==> src/rtl/ika9958_reg_access_ctrl.sv <==
// CPU port decoder for the VDP register file, VRAM address setup, indirect port and palette.
// Optional palette path is enabled by defining IKA9958_PALETTE_EN.
module ika9958_reg_access_ctrl (
  input  logic        i_EMUCLK,
  input  logic        i_RST,
  input  logic        i_WR_STB,
  input  logic        i_RD_STB,
  input  logic [1:0]  i_PORT,
  input  logic [7:0]  i_DIN,
  output logic        o_REG_WE,
  output logic [5:0]  o_REG_ADDR,
  output logic [7:0]  o_REG_WDATA,
  output logic        o_VADDR_STB,
  output logic [13:0] o_VADDR,
  output logic        o_VADDR_WR,
  output logic        o_PAL_WE,
  output logic [3:0]  o_PAL_IDX,
  output logic [8:0]  o_PAL_DATA,
  output logic [3:0]  o_R16,
  output logic [7:0]  o_R17
);

  typedef enum logic {P1_IDLE, P1_HAVE1} p1State_e;

  p1State_e    p1State_q, p1State_d;
  logic [7:0]  p1Latch_q, p1Latch_d;
  logic        regWe_q, regWe_d;
  logic [5:0]  regAddr_q, regAddr_d;
  logic [7:0]  regWdata_q, regWdata_d;
  logic        vaddrStb_q, vaddrStb_d;
  logic [13:0] vaddr_q, vaddr_d;
  logic        vaddrWr_q, vaddrWr_d;
  logic [3:0]  r16_q, r16_d;
  logic [7:0]  r17_q, r17_d;

  logic        wrEn, rdEn;
  logic        regReq;
  logic [5:0]  regIdx;
  logic [7:0]  regData;

`ifdef IKA9958_PALETTE_EN
  typedef enum logic {PL_IDLE, PL_HAVE1} plState_e;

  plState_e    plState_q, plState_d;
  logic [5:0]  palLatch_q, palLatch_d;
  logic        palWe_q, palWe_d;
  logic [3:0]  palIdx_q, palIdx_d;
  logic [8:0]  palData_q, palData_d;
`endif

  // A write wins over a simultaneous read, so reads only act when no write is present.
  assign wrEn = i_WR_STB;
  assign rdEn = i_RD_STB & ~i_WR_STB;

  always_comb begin
    p1State_d  = p1State_q;
    p1Latch_d  = p1Latch_q;
    regWe_d    = 1'b0;
    regAddr_d  = regAddr_q;
    regWdata_d = regWdata_q;
    vaddrStb_d = 1'b0;
    vaddr_d    = vaddr_q;
    vaddrWr_d  = vaddrWr_q;
    r16_d      = r16_q;
    r17_d      = r17_q;
    regReq     = 1'b0;
    regIdx     = 6'd0;
    regData    = 8'd0;
`ifdef IKA9958_PALETTE_EN
    plState_d  = plState_q;
    palLatch_d = palLatch_q;
    palWe_d    = 1'b0;
    palIdx_d   = palIdx_q;
    palData_d  = palData_q;
`endif

    if (wrEn && i_PORT == 2'd1) begin
      if (p1State_q == P1_IDLE) begin
        p1Latch_d = i_DIN;
        p1State_d = P1_HAVE1;
      end else begin
        p1State_d = P1_IDLE;
        if (i_DIN[7]) begin
          regReq  = 1'b1;
          regIdx  = i_DIN[5:0];
          regData = p1Latch_q;
        end else begin
          vaddrStb_d = 1'b1;
          vaddr_d    = {i_DIN[5:0], p1Latch_q};
          vaddrWr_d  = i_DIN[6];
        end
      end
    end

    if (rdEn && i_PORT == 2'd1) begin
      p1State_d = P1_IDLE;
    end

    // Indirect port: R17 itself is never a target; the pointer advances even for dropped writes.
    if (wrEn && i_PORT == 2'd3) begin
      if (r17_q[5:0] != 6'd17) begin
        regReq  = 1'b1;
        regIdx  = r17_q[5:0];
        regData = i_DIN;
      end
      if (!r17_q[7]) begin
        r17_d[5:0] = r17_q[5:0] + 6'd1;
      end
    end

`ifdef IKA9958_PALETTE_EN
    if (wrEn && i_PORT == 2'd2) begin
      if (plState_q == PL_IDLE) begin
        palLatch_d = {i_DIN[6:4], i_DIN[2:0]};
        plState_d  = PL_HAVE1;
      end else begin
        plState_d = PL_IDLE;
        palWe_d   = 1'b1;
        palIdx_d  = r16_q;
        palData_d = {palLatch_q[5:3], i_DIN[2:0], palLatch_q[2:0]};
        r16_d     = r16_q + 4'd1;
      end
    end
`endif

    if (regReq && regIdx < 6'd47) begin
      regWe_d    = 1'b1;
      regAddr_d  = regIdx;
      regWdata_d = regData;
      if (regIdx == 6'd16) begin
        r16_d = regData[3:0];
`ifdef IKA9958_PALETTE_EN
        plState_d = PL_IDLE;
`endif
      end
      if (regIdx == 6'd17) begin
        r17_d = {regData[7], 1'b0, regData[5:0]};
      end
    end
  end

  always_ff @(posedge i_EMUCLK) begin
    if (i_RST) begin
      p1State_q  <= P1_IDLE;
      p1Latch_q  <= 8'd0;
      regWe_q    <= 1'b0;
      regAddr_q  <= 6'd0;
      regWdata_q <= 8'd0;
      vaddrStb_q <= 1'b0;
      vaddr_q    <= 14'd0;
      vaddrWr_q  <= 1'b0;
      r16_q      <= 4'd0;
      r17_q      <= 8'd0;
    end else begin
      p1State_q  <= p1State_d;
      p1Latch_q  <= p1Latch_d;
      regWe_q    <= regWe_d;
      regAddr_q  <= regAddr_d;
      regWdata_q <= regWdata_d;
      vaddrStb_q <= vaddrStb_d;
      vaddr_q    <= vaddr_d;
      vaddrWr_q  <= vaddrWr_d;
      r16_q      <= r16_d;
      r17_q      <= r17_d;
    end
  end

`ifdef IKA9958_PALETTE_EN
  always_ff @(posedge i_EMUCLK) begin
    if (i_RST) begin
      plState_q  <= PL_IDLE;
      palLatch_q <= 6'd0;
      palWe_q    <= 1'b0;
      palIdx_q   <= 4'd0;
      palData_q  <= 9'd0;
    end else begin
      plState_q  <= plState_d;
      palLatch_q <= palLatch_d;
      palWe_q    <= palWe_d;
      palIdx_q   <= palIdx_d;
      palData_q  <= palData_d;
    end
  end

  assign o_PAL_WE   = palWe_q;
  assign o_PAL_IDX  = palIdx_q;
  assign o_PAL_DATA = palData_q;
`else
  assign o_PAL_WE   = 1'b0;
  assign o_PAL_IDX  = 4'd0;
  assign o_PAL_DATA = 9'd0;
`endif

  assign o_REG_WE    = regWe_q;
  assign o_REG_ADDR  = regAddr_q;
  assign o_REG_WDATA = regWdata_q;
  assign o_VADDR_STB = vaddrStb_q;
  assign o_VADDR     = vaddr_q;
  assign o_VADDR_WR  = vaddrWr_q;
  assign o_R16       = r16_q;
  assign o_R17       = r17_q;

endmodule

==> config.mk <==
export PLATFORM = sky130hd
export DESIGN_NAME = ika9958_reg_access_ctrl
export DESIGN_NICKNAME = d
export VERILOG_FILES = /design/src/rtl/ika9958_reg_access_ctrl.sv
export SDC_FILE = /design/constraint.sdc
export NUM_CORES = 1
export LEC_CHECK = 0
export CELL_PAD_IN_SITES_DETAIL_PLACEMENT = 2
export CELL_PAD_IN_SITES_GLOBAL_PLACEMENT = 2
export CORE_MARGIN = 2
export CORE_UTILIZATION = 33
export CTS_CLUSTER_DIAMETER = 60
export DETAILED_ROUTE_END_ITERATION = 8
export DONT_BUFFER_PORTS = 1
export MAX_ROUTING_LAYER = met4
export PLACE_DENSITY = 0.84
export SYNTH_ARGS = -nofsm -noshare
export SYNTH_HDL_FRONTEND = slang
export SYNTH_SLANG_ARGS = --single-unit
==> constraint.sdc <==
create_clock -name i_EMUCLK -period 2.01 [get_ports i_EMUCLK]
set_clock_uncertainty 0.1 [all_clocks]
set_input_delay 0.201 -clock i_EMUCLK [delete_from_list [all_inputs] [get_ports i_EMUCLK]]
set_output_delay 0.201 -clock i_EMUCLK [all_outputs]
set_load 0.05 [all_outputs]
==> results.cfg <==
[status]
outcome = finished, violations left
violations = negative setup slack

[worst_setup_path]
cp_slowest_cell = dfxtp_4
worst-path-buf-inv = 4
critPathRequiredTime_ns = 2.11
cp.arrival_ns = 2.18
critical_path_class = register to register
worstRegToRegCells = 9
r2r_end = o_REG_ADDR[1]$_SDFFE_PP0P_
cpLargestDelayFamily = compound AO/OA/AOI/OAI gates
cp-end-kind = register
path_cells = inv_2 -> ha_4 -> buf_6 -> a211oi_4 -> o22ai_2 -> a21oi_4 -> buf_12 -> buf_12 -> mux2_4
r2r-start = o_R17[1]$_SDFF_PP0_
startpoint_type = register
slowest_delay_ns = 0.37
rrSetupSlack_ns = -0.06
cpMostUsedCell = buf_12
cp_max_fo = 8

[clocking]
cts_root_buf = clkbuf_8
cts_tree = yes
cts_buffers = 5
cts_buffer_depth = 2
htreeDepth = 2
clock-sinks = 51
clk_latency_ns = 0.32
path_clk_slew_ns = 0.11

[drt]
drc_errors = 0
num_vias = 2260
wl_per_cell_um = 24.53
drt_iter0_drc = 122
routed_wl_um = 10330
vias_per_cell = 5.368
first_pass_iters = 4
ant_nets = 0

[final_layout]
final_nets = 337
final_common_cell = nand2_1
utilization = 0.4250
drive_above_1_share = 0.2826
diodes = 0
final_cell_mix = 57 x nand2_1, 45 x dfxtp_1, 31 x a21oi_1
area_delta_synth_final_pct = 23.24

[timing]
worst_slack_ns = -0.06442
fin_tns_setup_ns = -0.4484
tightest_slew_ns = 1.111
drv_slew = 0
whs_ns = 0.04101
period_needed_ns = 2.074
fmax_mhz = 482.1
rsz0062_at_grt = true
post-route-period-util = 1.032
hold_viol = 0
finalSetupViolCount = 16
slew_headroom = 0.2569

[floorplanning]
num_io_pins = 71
initial_utilization = 0.3448
die-area_sq_um = 8418
core_sq_um = 7370
die_w_um = 91.75
floorplan.rows = 31
fp.dieH_um = 91.75

[global_routing]
grt_pass1_vias = 2586
antenna_found_initial = 0
grt_pass1_wl_um = 15550
track_usage = 0.2552
grt_util_met3 = 0.05341
met1_usage = 0.2720
grt_use_met2 = 0.4430
grt.busiest_layer = met2
grt_max_degree = 35
grt.overflow.total = 0

[place]
portBuffers = 0
pre_cts_ws_ns = -0.01649
hpwl_um = 5625
place_congestion = 0.9300

[synthesis]
async_flop_share = 0
synth_cell_types = 42
synth_seq_area_share = 0.4018
netlist_instances = 289
avgSynthCellArea_sq_um = 8.793
yosysWarnings = 0
ys_seq_elements = 51
synth-edff-count = 0
syn_area_sq_um = 2541
ys.flop_type = dfxtp_1

[power_and_ir_drop]
power.net_switching_uw = 589.7
p_total_mw = 1.976
p_leak_nw = 1.253
seq_power_share = 0.535
internal_power_mw = 1.386
switching_share = 0.2985
clock_power_share = 0.340
comb_power_share = 0.124
ir_drop_uv = 235.7
power_density_nw_per_um2 = 630.9

[worst_hold_path]
worstHoldPathCells = 2
holdPathEnd = o_REG_WDATA[6]$_SDFFE_PP0P_
hp-start = i_RST
hp-class = input pin to register

[job]
maxCapViolCount = 0
## cell type report
cell class / instances / area, sq um
Clock buffer: 6 / 82.58
Clock inverter: 2 / 16.27
Fill cell: 820 / 4238
Inverter: 3 / 11.26
Multi-Input combinational cell: 216 / 1469
Sequential cell: 51 / 1036
Tap cell: 99 / 123.9
Timing Repair Buffer: 44 / 392.9
## worst register-to-register path, cell delays in order, from the launching register on
cell	delay, ns
dfxtp_4	0.37
inv_2	0.04
ha_4	0.17
buf_6	0.12
a211oi_4	0.25
o22ai_2	0.15
a21oi_4	0.17
buf_12	0.15
buf_12	0.14
mux2_4	0.30
## through the flow
step	cells	cell area (sq um)
floorplan	303	2626
global placement	389	2686
detailed placement	389	2686
CTS	418	3025
global route	421	3132
finish	421	3132
## metal layers
| metal | routed length, um | vias to the layer above | part of all wire |
|---|---|---|---|
| met3 | 533 | 20 | 0.052 |
| met5 | 0 | - | 0 |
| met2 | 5229 | 81 | 0.51 |
| li1 | - | 1014 | - |
| met1 | 4212 | 1145 | 0.41 |
| met4 | 352 | 0 | 0.034 |
## flip-flops by register name (all words and copies together), names as in the netlist
| name | cells |
|---|---|
| o_REG_ADDR | 6 |
| o_VADDR_STB | 1 |
| o_REG_WDATA | 8 |
| p1Latch_q | 8 |
| o_VADDR_WR | 1 |
| o_R16 | 4 |
| o_REG_WE | 1 |
| o_VADDR | 14 |
| p1State_q | 1 |
| o_R17 | 7 |
## power groups by stage
stage                     Sequential, mW  Combinational (mW)  Clock [mW]
final                               1.06               0.245       0.673
after global routing                1.06               0.256       0.721
after CTS                           1.06               0.221       0.673
after detailed placement            1.08               0.169           0
after global placement              1.08               0.164           0
after floorplan                     1.08               0.181           0
## synthesized netlist by cell type, types with 2 or more instances
| cell type | count | share of area |
|---|---|---|
| nand2_1 | 58 | 0.086 |
| clkbuf_1 | 9 | 0.013 |
| nor3_1 | 5 | 0.0098 |
| buf_2 | 3 | 0.0059 |
| mux2_4 | 9 | 0.053 |
| nand4b_1 | 2 | 0.0069 |
| a21oi_1 | 31 | 0.061 |
| and4b_1 | 2 | 0.0079 |
| inv_1 | 3 | 0.0044 |
| dfxtp_1 | 51 | 0.40 |
| mux2_1 | 4 | 0.018 |
| mux2_2 | 8 | 0.035 |
| buf_4 | 17 | 0.050 |
| nand2b_1 | 2 | 0.0049 |
| nand3_2 | 2 | 0.0079 |
| nand4_1 | 4 | 0.0098 |
| nand3_1 | 2 | 0.0039 |
| o32ai_1 | 2 | 0.0069 |
| mux2i_1 | 3 | 0.012 |
| buf_6 | 3 | 0.013 |
| o21ai_0 | 2 | 0.0039 |
| xor2_1 | 3 | 0.010 |
| nor2_1 | 21 | 0.031 |
| ha_1 | 2 | 0.0098 |
| nor2b_1 | 16 | 0.039 |
| a22oi_1 | 7 | 0.021 |
| xnor2_1 | 2 | 0.0069 |
| and3_1 | 2 | 0.0049 |
## worst max-delay path by stage
stage,start,endpoint,slack (ns),depth (start not counted)
2_1_floorplan,o_R17[1]$_SDFF_PP0_,o_REG_ADDR[1]$_SDFFE_PP0P_,-0.01,7
3_3_place_gp,o_R17[1]$_SDFF_PP0_,o_REG_WDATA[4]$_SDFFE_PP0P_,0.03,9
3_5_place_dp,o_R17[1]$_SDFF_PP0_,o_REG_WDATA[6]$_SDFFE_PP0P_,-0.02,9
4_1_cts,p1State_q$_SDFFE_PP0P_,o_REG_ADDR[3]$_SDFFE_PP0P_,0.01,7
5_1_grt,o_R17[1]$_SDFF_PP0_,o_REG_ADDR[3]$_SDFFE_PP0P_,-0.11,9
6_report,o_R17[1]$_SDFF_PP0_,o_REG_ADDR[1]$_SDFFE_PP0P_,-0.06,9
## cells by family (layout without fill, tap and decap cells)
kind of cell / count (synthesis) / after routing / synth area share
fa+ha+maj: 2 / 2 / 0.009846
flops: 51 / 51 / 0.4018
compound gates: 50 / 50 / 0.1275
xor+xnor: 5 / 5 / 0.01724
mux: 24 / 24 / 0.1182
other cells: 1 / 15 / 0.001476
simple gates: 120 / 120 / 0.2354
buf+inv: 36 / 55 / 0.08862
## timing repair
action	4_1_cts	5_1_grt
hold buffers	9	0
gates resized for setup	11	19
buffers inserted	13	4
pin swaps	6	3
endpoints found under the setup margin	18	25
hold endpoints to repair	28	0
No activity file was read; power rests on OpenSTA's default activity.
